[config.mk]
export PLATFORM = sky130hd
export DESIGN_NAME = riscv_core_mul_div_ctrl
export DESIGN_NICKNAME = d
export VERILOG_FILES = /design/src/rtl/riscv_core_mdc_pkg.sv /design/src/rtl/riscv_core_mdc_fastpath.sv /design/src/rtl/riscv_core_mul_div_ctrl.sv
export SDC_FILE = /design/constraint.sdc
export NUM_CORES = 1
export LEC_CHECK = 0
export BUFFER_PORTS_ARGS = -buffer_cell sky130_fd_sc_hd__buf_2
export CAP_MARGIN = 0
export CORE_AREA = 4 4 158 160
export DETAILED_ROUTE_END_ITERATION = 8
export DIE_AREA = 0 0 162 164
export PLACE_DENSITY = 0.74
export SLEW_MARGIN = 15
export SYNTH_ARGS = -nofsm -noshare
export SYNTH_HDL_FRONTEND = slang
export SYNTH_SLANG_ARGS = --single-unit
[constraint.sdc]
create_clock -name i_mdc_clk -period 1.92 [get_ports i_mdc_clk]
set_clock_uncertainty 0.05 [all_clocks]
set_input_delay 0.384 -clock i_mdc_clk [delete_from_list [all_inputs] [get_ports i_mdc_clk]]
set_output_delay 0.384 -clock i_mdc_clk [all_outputs]
set_load 0.01 [all_outputs]
[src/rtl/riscv_core_mdc_pkg.sv]
// Shared types and constants for the M-extension mul/div sequencer.
package riscv_core_mdc_pkg;

    typedef enum logic [1:0] {
        IDLE = 2'd0,
        MUL  = 2'd1,
        DIV  = 2'd2,
        RESP = 2'd3
    } mdc_state_e;

    // control[2] selects the divider; control[1:0] is the op within the group
    localparam int DIV_SEL = 2;

    localparam logic [1:0] OP_MUL    = 2'd0;
    localparam logic [1:0] OP_MULH   = 2'd1;
    localparam logic [1:0] OP_MULHSU = 2'd2;
    localparam logic [1:0] OP_MULHU  = 2'd3;
    localparam logic [1:0] OP_DIV    = 2'd0;
    localparam logic [1:0] OP_DIVU   = 2'd1;
    localparam logic [1:0] OP_REM    = 2'd2;
    localparam logic [1:0] OP_REMU   = 2'd3;

endpackage

[src/rtl/riscv_core_mdc_fastpath.sv]
// Combinational detect and result for RISC-V divide-by-zero and signed overflow.
// Only instantiated when RISCV_CORE_MDC_DIV_FASTPATH_EN is defined.
module riscv_core_mdc_fastpath
    import riscv_core_mdc_pkg::*;
#(
    parameter int XLEN = 64
) (
    input  logic [XLEN-1:0] src_a,
    input  logic [XLEN-1:0] src_b,
    input  logic [2:0]      control,
    input  logic            isword,
    output logic            special,
    output logic [XLEN-1:0] result
);

    logic            b_zero_s;
    logic            a_min_s;
    logic            b_neg1_s;
    logic            is_signed_s;
    logic            is_rem_s;
    logic [XLEN-1:0] a_ext_s;

    // Special-case classification and architecturally defined results
    always_comb begin
        special     = 1'b0;
        result      = {XLEN{1'b0}};
        b_zero_s    = isword ? (src_b[31:0] == 32'h0000_0000) : (src_b == {XLEN{1'b0}});
        a_min_s     = isword ? (src_a[31:0] == 32'h8000_0000) : (src_a == {1'b1, {(XLEN-1){1'b0}}});
        b_neg1_s    = isword ? (src_b[31:0] == 32'hFFFF_FFFF) : (src_b == {XLEN{1'b1}});
        is_signed_s = (control[1:0] == OP_DIV) || (control[1:0] == OP_REM);
        is_rem_s    = (control[1:0] == OP_REM) || (control[1:0] == OP_REMU);
        a_ext_s     = isword ? {{(XLEN-32){src_a[31]}}, src_a[31:0]} : src_a;
        if (!control[DIV_SEL]) begin
            special = 1'b0;
        end else if (b_zero_s) begin
            special = 1'b1;
            result  = is_rem_s ? a_ext_s : {XLEN{1'b1}};
        end else if (is_signed_s && a_min_s && b_neg1_s) begin
            special = 1'b1;
            result  = is_rem_s ? {XLEN{1'b0}} : a_ext_s;
        end else begin
            special = 1'b0;
        end
    end

endmodule

[src/rtl/riscv_core_mul_div_ctrl.sv]
// Sequencer between execute and the mul/div unit: handshake, wait, hold, flush, watchdog.
// Optional divide special-case bypass under RISCV_CORE_MDC_DIV_FASTPATH_EN.
module riscv_core_mul_div_ctrl
    import riscv_core_mdc_pkg::*;
#(
    parameter int XLEN        = 64,
    parameter int DIV_TIMEOUT = 80
) (
    input  logic            i_mdc_clk,
    input  logic            i_mdc_rst,
    input  logic            i_mdc_req_valid,
    output logic            o_mdc_req_ready,
    input  logic [3:0]      i_mdc_req_control,
    input  logic            i_mdc_req_isword,
    input  logic [XLEN-1:0] i_mdc_req_srcA,
    input  logic [XLEN-1:0] i_mdc_req_srcB,
    input  logic [4:0]      i_mdc_req_rd,
    input  logic            i_mdc_flush,
    output logic [XLEN-1:0] o_mdc_unit_srcA,
    output logic [XLEN-1:0] o_mdc_unit_srcB,
    output logic [3:0]      o_mdc_unit_control,
    output logic            o_mdc_unit_isword,
    output logic            o_mdc_unit_en,
    input  logic            i_mdc_unit_done,
    input  logic [XLEN-1:0] i_mdc_unit_result,
    output logic            o_mdc_rsp_valid,
    input  logic            i_mdc_rsp_ready,
    output logic [XLEN-1:0] o_mdc_rsp_result,
    output logic [4:0]      o_mdc_rsp_rd,
    output logic            o_mdc_rsp_err,
    output logic            o_mdc_busy
);

    localparam int               CNT_W    = $clog2(DIV_TIMEOUT + 1);
    // Compared before the increment so the abort fires as the count reaches DIV_TIMEOUT-1
    localparam logic [CNT_W-1:0] CNT_LAST = CNT_W'(DIV_TIMEOUT - 2);

    mdc_state_e       state_r, state_s;
    logic [CNT_W-1:0] cnt_r, cnt_s;
    logic [XLEN-1:0]  result_r, result_s;
    logic             err_r, err_s;
    logic [XLEN-1:0]  src_a_r, src_b_r;
    logic [3:0]       control_r;
    logic             isword_r;
    logic [4:0]       rd_r;
    logic             rdy_en_r;
    logic             unit_en_r, rsp_valid_r, busy_r;
    logic             accept_s;
    logic             special_s;
    logic [XLEN-1:0]  special_res_s;

`ifdef RISCV_CORE_MDC_DIV_FASTPATH_EN
    riscv_core_mdc_fastpath #(.XLEN(XLEN)) u_fastpath (
        .src_a   (i_mdc_req_srcA),
        .src_b   (i_mdc_req_srcB),
        .control (i_mdc_req_control[2:0]),
        .isword  (i_mdc_req_isword),
        .special (special_s),
        .result  (special_res_s)
    );
`else
    assign special_s     = 1'b0;
    assign special_res_s = {XLEN{1'b0}};
`endif

    assign o_mdc_req_ready = rdy_en_r && (state_r == IDLE) && !i_mdc_flush;
    assign accept_s        = i_mdc_req_valid && o_mdc_req_ready;

    // Next-state, watchdog count and captured response
    always_comb begin
        state_s  = state_r;
        cnt_s    = cnt_r;
        result_s = result_r;
        err_s    = err_r;
        if (i_mdc_flush && (state_r != IDLE)) begin
            state_s = IDLE;
            cnt_s   = {CNT_W{1'b0}};
        end else begin
            case (state_r)
                IDLE: begin
                    cnt_s = {CNT_W{1'b0}};
                    if (accept_s) begin
                        err_s = 1'b0;
                        if (!i_mdc_req_control[DIV_SEL]) begin
                            state_s = MUL;
                        end else if (special_s) begin
                            state_s  = RESP;
                            result_s = special_res_s;
                        end else begin
                            state_s = DIV;
                        end
                    end else begin
                        state_s = IDLE;
                    end
                end
                MUL: begin
                    state_s  = RESP;
                    result_s = i_mdc_unit_result;
                    err_s    = 1'b0;
                end
                DIV: begin
                    // done takes priority over a coincident watchdog expiry
                    if (i_mdc_unit_done) begin
                        state_s  = RESP;
                        result_s = i_mdc_unit_result;
                        err_s    = 1'b0;
                        cnt_s    = {CNT_W{1'b0}};
                    end else if (cnt_r == CNT_LAST) begin
                        state_s  = RESP;
                        result_s = {XLEN{1'b0}};
                        err_s    = 1'b1;
                        cnt_s    = {CNT_W{1'b0}};
                    end else begin
                        cnt_s = cnt_r + {{(CNT_W-1){1'b0}}, 1'b1};
                    end
                end
                RESP: begin
                    if (i_mdc_rsp_ready) begin
                        state_s = IDLE;
                    end else begin
                        state_s = RESP;
                    end
                end
                default: begin
                    state_s = IDLE;
                    cnt_s   = {CNT_W{1'b0}};
                end
            endcase
        end
    end

    // State, operand capture and registered outputs decoded from next state
    always_ff @(posedge i_mdc_clk) begin
        if (i_mdc_rst) begin
            state_r     <= IDLE;
            cnt_r       <= {CNT_W{1'b0}};
            result_r    <= {XLEN{1'b0}};
            err_r       <= 1'b0;
            src_a_r     <= {XLEN{1'b0}};
            src_b_r     <= {XLEN{1'b0}};
            control_r   <= 4'h0;
            isword_r    <= 1'b0;
            rd_r        <= 5'd0;
            rdy_en_r    <= 1'b0;
            unit_en_r   <= 1'b0;
            rsp_valid_r <= 1'b0;
            busy_r      <= 1'b0;
        end else begin
            state_r     <= state_s;
            cnt_r       <= cnt_s;
            result_r    <= result_s;
            err_r       <= err_s;
            rdy_en_r    <= 1'b1;
            unit_en_r   <= (state_s == MUL) || (state_s == DIV);
            rsp_valid_r <= (state_s == RESP);
            busy_r      <= (state_s != IDLE);
            if (accept_s) begin
                src_a_r   <= i_mdc_req_srcA;
                src_b_r   <= i_mdc_req_srcB;
                control_r <= i_mdc_req_control;
                isword_r  <= i_mdc_req_isword;
                rd_r      <= i_mdc_req_rd;
            end
        end
    end

    assign o_mdc_unit_srcA    = src_a_r;
    assign o_mdc_unit_srcB    = src_b_r;
    assign o_mdc_unit_control = control_r;
    assign o_mdc_unit_isword  = isword_r;
    assign o_mdc_unit_en      = unit_en_r;
    assign o_mdc_rsp_valid    = rsp_valid_r;
    assign o_mdc_rsp_result   = result_r;
    assign o_mdc_rsp_rd       = rd_r;
    assign o_mdc_rsp_err      = err_r;
    assign o_mdc_busy         = busy_r;

endmodule
==> results by group, run 1 <==
Routing
  • Total number of vias: 8312
  • DRT Wirelength: around 28000 um
  • DRC Markers: 0
  • Vias/cell: between 4 and 5
  • DR iter-0 viols: 724
  • Drt first pass iters: 4
  • WL/cell: 16.1 um
  • Antenna Nets Post-Route: 0

Logic synthesis
  • Commonest register cell after synthesis: dfxtp_1
  • Register area share after synthesis: 55.3%
  • Ys Warns: 0
  • Post-synthesis cell type count: 42
  • Synth Area in XOR/XNOR: 0%
  • Post-synthesis mux area share: 0.128%
  • Cell Area, Synth: 7810 um^2
  • Adder-cell share of the synthesized area: approximately 1.4%
  • Ys async rst share: 0%
  • Largest family of logic cells by synthesized area: simple AND/OR/NAND/NOR gates
  • FF+latch count, synth: about 220
  • Post-synth EDFFs: 0
  • Mapped Nets: roughly 1200
  • Mean post-synth cell area: between 8 and 9 um^2
  • Synthesized instance count: approximately 1000
  • Simple-gate share of the synthesized area: between 10% and 20%
  • Complex-gate fraction of the synthesized area: around a fifth

Setup path
  • Worst endpoint data arrival time: roughly 2.4 ns
  • FF-to-FF setup slack: -0.06 ns
  • Crit Reg-Reg Endpoint: o_mdc_rsp_result[40]$_SDFFE_PP0P_
  • R2R depth: 9
  • Crit Path Max Fanout: 8
  • Worst setup path category: register to register
  • CP Launch Type: register
  • Critical path endpoint category: register
  • CP required: ~2.3 ns
  • Worst-path cell chain: inv_2, buf_4, ha_2, and2b_2, nor3b_4, buf_6, clkbuf_16, nand2_1, a21oi_1
  • Slowest Stage Delay on Critical Path: around 0.35 ns
  • Reg2reg start: state_r[0]$_SDFF_PP0_
  • Crit path max-delay cell type: dfxtp_2

Power and ir drop
  • Power Total: approximately 13 mW
  • VDD IR-drop max: just under 700 uV
  • Pwr dens: 1160 nW/um^2
  • Leakage: around 5.2 nW
  • Internal: 9.41 mW
  • Logic pwr share: a little over a quarter
  • Switching share of power: around 30%
  • Clock power frac: between 30% and 40%
  • Psw: 4.05 mW
  • Part of the power in registers: 38.4%

Clock tree
  • H-tree levels: 1
  • CTS tree: yes
  • Cts bufs inserted: 24
  • Cts hold-fix bufs: 0
  • # clock sinks: roughly 220
  • Reg clk slew, reported paths: approximately 0.060 ns
  • Clk Latency, worst-skew pair: ~0.5 ns
  • Clock root buffer: clkbuf_16
  • Deepest clock path buffer count: 3

STA
  • Tcrit/Tclk final: 103%
  • Final worst slack: -0.0632 ns
  • Unrepaired setup endpoints after global routing: true
  • # setup viols final: around 50
  • Pins Over Slew Limit: 0
  • Worst slew margin: roughly three fifths
  • Final Hold Slack: about 0.051 ns
  • Worst slew pin tran: between 0.5 and 0.6 ns
  • Final hold violations: 0
  • TNS Setup: -1.23 ns
  • Max frequency: 0.504 GHz
  • Tmin final: between 1.5 and 2 ns

Global route
  • Total GRT Usage: between 10% and 20%
  • First-pass GRT wire length: between 30000 and 40000 um
  • Antenna violations before repair: 1
  • Vias in the first global route: ~7700
  • Largest net degree at the start of global routing: about 130
  • Total gr overflow: 0

Place
  • # port buffers: about 410
  • Post-DP HPWL: around 18000 um
  • Placement Cell Area: 10400 um^2
  • GPL Wtd Cong: between 0.8 and 0.9

Final layout
  • Post-layout nets: roughly 1600
  • Fillers: 2238
  • Core Util, Final: slightly below 50%
  • Commonest non-fill, non-tap cell in the layout: buf_2
  • Commonest non-fill, non-tap cells in the layout: 413 x buf_2, 343 x nand2_1, 212 x dfxtp_1, 191 x a21oi_1, 36 x o21ai_0
  • Share of post-route cells with drive strength above 1: between 30% and 40%
  • Sequential Area: around 4300 um^2
  • Post-route design area: between 10000 and 15000 um^2
  • Area Growth Syn to Fin: 48.4%
  • Multi-input gate area: between 3000 and 4000 um^2

Min path
  • Hold WC Path Type: input port to register
  • Hold EP: o_mdc_rsp_result[30]$_SDFFE_PP0P_
  • Hold path start: i_mdc_unit_result[30]
  • Hold path depth: 3

Flow run
  • Max_cap viols: 0

Floorplanning
  • Ports: 415
  • Chip height: roughly 160 um
  • Total core area: 23400 um^2
  • Initial Utilization: 33.4%
  • Die ar.: between 20000 and 30000 um^2
  • Rows: 56
  • Chip width: between 150 and 200 um

Status
  • Failing checks: negative setup slack
  • Outcome: complete, but fails checks
what timing repair did:
action	4_1_cts	5_1_grt
gates cloned	0	11
setup buffers	3	2
endpoints found under the setup margin	103	177
gates resized for setup	17	31
pin swaps	6	8
how the worst max path moves through the flow:
stage	startpoint	end	slack, ns	cells after the start
after detailed placement	state_r[0]$_SDFF_PP0_	o_mdc_unit_en$_SDFF_PP0_	-0.13	9
after CTS	state_r[0]$_SDFF_PP0_	o_mdc_req_ready	-0.04	5
final	state_r[0]$_SDFF_PP0_	o_mdc_rsp_result[40]$_SDFFE_PP0P_	-0.06	9
after global placement	state_r[0]$_SDFF_PP0_	o_mdc_unit_en$_SDFF_PP0_	-0.08	9
after global routing	state_r[0]$_SDFF_PP0_	o_mdc_rsp_result[40]$_SDFFE_PP0P_	-0.15	9
after floorplan	state_r[0]$_SDFF_PP0_	o_mdc_unit_en$_SDFF_PP0_	0.002	8
routing by layer:
layer | track usage (%) | vias to the layer above | routed length, um
met5 | 0 | - | 0
met4 | 6.07 | 0 | 710
met3 | 4.87 | 58 | 2480
met2 | 30.7 | 358 | 13700
met1 | 20.4 | 3845 | 10900
li1 | - | 4051 | -
registers in the layout, summed over array words and instances, names as in the netlist, 2 cells and up:
| signal | count |
|---|---|
| o_mdc_unit_control | 4 |
| cnt_r | 7 |
| o_mdc_rsp_rd | 5 |
| o_mdc_unit_srcB | 64 |
| o_mdc_unit_srcA | 64 |
| state_r | 2 |
| o_mdc_rsp_result | 64 |
power by group through the flow:
stage,clock network (mW),registers [mW],logic [mW]
final,4.66,5.17,3.64
after global routing,4.94,5.22,3.90
after CTS,4.77,5.17,2.94
after detailed placement,0,5.26,2.86
after global placement,0,5.24,2.81
after floorplan,0,5.48,1.38
metrics by stage:
stage	setup slack, ns	cells
after floorplan	0.00171	976
after global placement	-0.0839	1673
after detailed placement	-0.131	1673
after CTS	-0.0424	1715
after global routing	-0.146	1729
final	-0.0632	1729
cell usage after synthesis, drive strengths merged, types with 3 or more instances:
master,instances,share of area [%]
clkbuf,52,2.6
nor3,4,0.26
dfxtp,216,55
o21ai,68,4.4
inv,5,0.24
ha,9,1.4
nand3,6,0.38
nand2,344,17
nor2b,3,0.27
or2,3,0.24
nor2,9,0.43
buf,24,1.9
a21oi,205,13
critical path: cells and delay by family (launching register included):
kind,cells,cell delay (ns)
AO/OA/AOI/OAI,1,0.12
adder cells (fa/ha/maj),1,0.20
buffers and inverters,4,0.60
flip-flops,1,0.35
AND/OR/NAND/NOR,3,0.56
layout make-up:
type,count,area share [%]
inverter,5,0.162
timing repair buffer,469,23.9
clock buffer,35,6.24
clock inverter,5,0.669
antenna,1,0.0216
sequential,216,37.3
multi-input combinational,679,28.2
tap,319,3.44
kinds of logic (layout without fill, tap and decap cells):
logic type	count (synthesis)	after routing
AND/OR/NAND/NOR	386	386
other	0	1
AO/OA/AOI/OAI	283	283
adder cells (fa/ha/maj)	9	9
multiplexers	1	1
flip-flops	216	216
buffers and inverters	81	514
Power figures use the tool's default switching activity.
==> inputs of run 2 (changes only) <==
Settings changed: BUFFER_PORTS_ARGS -buffer_cell sky130_fd_sc_hd__buf_2 to unset, CORE_AREA 4 4 158 160 to 4 4 160 162, DIE_AREA 0 0 162 164 to 0 0 164 166, DONT_BUFFER_PORTS set to 1, PLACE_DENSITY 0.74 to 0.58.
==> results by group, run 2 (synthesized netlist as in run 1, its figures left out) <==
Place
  • GPL Wtd Cong: around 0.85
  • Post-DP HPWL: around 16000 um
  • Cells after DPL: 1261
  • # port buffers: 0

Setup path
  • Worst setup path category: register to register
  • R2R depth: 8
  • CP Launch Type: register
  • Worst endpoint data arrival time: about 2.3 ns
  • Crit Path Max Fanout: 5
  • Critical path endpoint category: register
  • CP required: between 2 and 2.5 ns

STA
  • # setup viols final: 0
  • Tmin final: 1.91 ns
  • TNS Setup: 0 ns
  • Tcrit/Tclk final: 99.5%
  • Worst slew margin: approximately two thirds
  • Final hold violations: 147
  • Pins Over Slew Limit: 0
  • Max frequency: 0.524 GHz
  • Unrepaired setup endpoints after global routing: true
  • Final Hold Slack: -0.0974 ns
  • Worst slew pin tran: roughly 0.52 ns

Routing
  • DRT Wirelength: between 20000 and 25000 um
  • DRC Markers: 0
  • WL/cell: between 15 and 20 um
  • Antenna Nets Post-Route: 0
  • Drt first pass iters: 5
  • DR iter-0 viols: approximately 570
  • Vias/cell: around 5.0
  • Total number of vias: between 6000 and 7000

Global route
  • Total GRT Usage: between 10% and 20%
  • Total gr overflow: 0
  • Antenna violations before repair: 0
  • Largest net degree at the start of global routing: 210
  • Vias in the first global route: slightly above 6000
  • First-pass GRT wire length: 34900 um

Floorplanning
  • Chip width: 164 um
  • Chip height: 166 um
  • Total core area: roughly 24000 um^2
  • Ports: 415
  • Rows: 57
  • Die ar.: between 20000 and 30000 um^2
  • Initial Utilization: between 30% and 40%

Min path
  • Hold WC Path Type: input port to register
  • Hold path depth: 1

Final layout
  • Diodes inserted: 0
  • Core Util, Final: between 30% and 40%
  • Commonest non-fill, non-tap cell in the layout: nand2_1
  • Finished Layout Cells: between 1000 and 1500
  • Commonest non-fill, non-tap cells in the layout: 343 x nand2_1, 214 x dfxtp_1, 203 x a21oi_1, 40 x dlygate4sd3_1, 36 x o21ai_0
  • Area Growth Syn to Fin: 22.6%
  • Share of post-route cells with drive strength above 1: a little under a tenth
  • Post-layout nets: between 1000 and 1500

Power and ir drop
  • Power Total: 12.2 mW
  • Leakage: approximately 3.3 nW
  • Pwr dens: 1270 nW/um^2
  • VDD IR-drop max: around 720 uV

Clock tree
  • # clock sinks: 216
  • Deepest clock path buffer count: 3
  • Clk Latency, worst-skew pair: about 0.5 ns
  • Reg clk slew, reported paths: around 0.060 ns
  • CTS tree: yes
  • Cts bufs inserted: 24
  • H-tree levels: 1
  • Clock root buffer: clkbuf_16

Status
  • Failing checks: negative hold slack
  • Outcome: complete, but fails checks

Flow run
  • Max_cap viols: 0
[run 2: changes by cell type in the layout (fill, tap and decap cells not counted), moves of 3 or more]
cell,previous run,this run
buf_2,413,0
dlygate4sd3_1,0,40
a21oi_1,191,203
a21oi_2,14,2
buf_4,35,29
clkbuf_16,33,28
clkbuf_1,4,8
buf_12,6,9
clkbuf_8,6,3
[run 2: final cells by class]
type | count | area [um^2]
Clock inverter | 3 | 42.5
Tap cell | 324 | 405
Clock buffer | 36 | 697
Sequential cell | 216 | 4330
Inverter | 5 | 21.3
Multi-Input combinational cell | 679 | 3190
Fill cell | 2462 | 14500
Timing Repair Buffer | 83 | 896
[run 2: repair_timing]
action                     CTS  global route
setup buffers                0             2
hold endpoints to repair   207           206
setup endpoints to repair    3            84
resized for setup            5            13
pin swaps                    0             2
cloned                       0             4
hold buffers                 1            39
[run 2: per-layer routing]
layer | global-route usage [%] | vias to the layer above | routed length [um]
li1 | - | 3280 | -
met1 | 18.4 | 3097 | 9230
met2 | 25.9 | 299 | 11400
met3 | 6.40 | 59 | 2830
met4 | 5.69 | 0 | 781
met5 | 0 | - | 0
[run 2: worst paths after layout]
kind	slack, ns	startpoint	end
setup / recovery	0.01	state_r[0]$_SDFF_PP0_	o_mdc_unit_en$_SDFF_PP0_
hold / removal	-0.1	i_mdc_rst	o_mdc_rsp_result[24]$_SDFFE_PP0P_
setup reg to reg	0.01	state_r[0]$_SDFF_PP0_	o_mdc_unit_en$_SDFF_PP0_
hold reg to reg	0.45	o_mdc_unit_srcA[58]$_SDFFE_PP0N_	o_mdc_unit_srcA[58]$_SDFFE_PP0N_
[run 2: metrics by stage]
step | instance area, um^2 | worst slack, ns
floorplan | 7830 | 0.00171
global placement | 8280 | -0.0177
detailed placement | 8280 | -0.0631
CTS | 9040 | 0.00350
global route | 9580 | -0.0635
finish | 9580 | 0.0102
[run 2: critical path: stages, from the launching register on]
cell and delay (ns):
dfxtp_2 0.34, buf_4 0.12, ha_1 0.16, inv_1 0.05, o21ai_2 0.18, nor2_2 0.08, or3_1 0.38, ha_1 0.30
nor2b_1 0.13
[run 2: power breakdown]
part,internal [mW],switching (mW)
sequential,4.97,0.557
combinational,1.01,1.27
clock,2.61,1.74
total,8.59,3.57
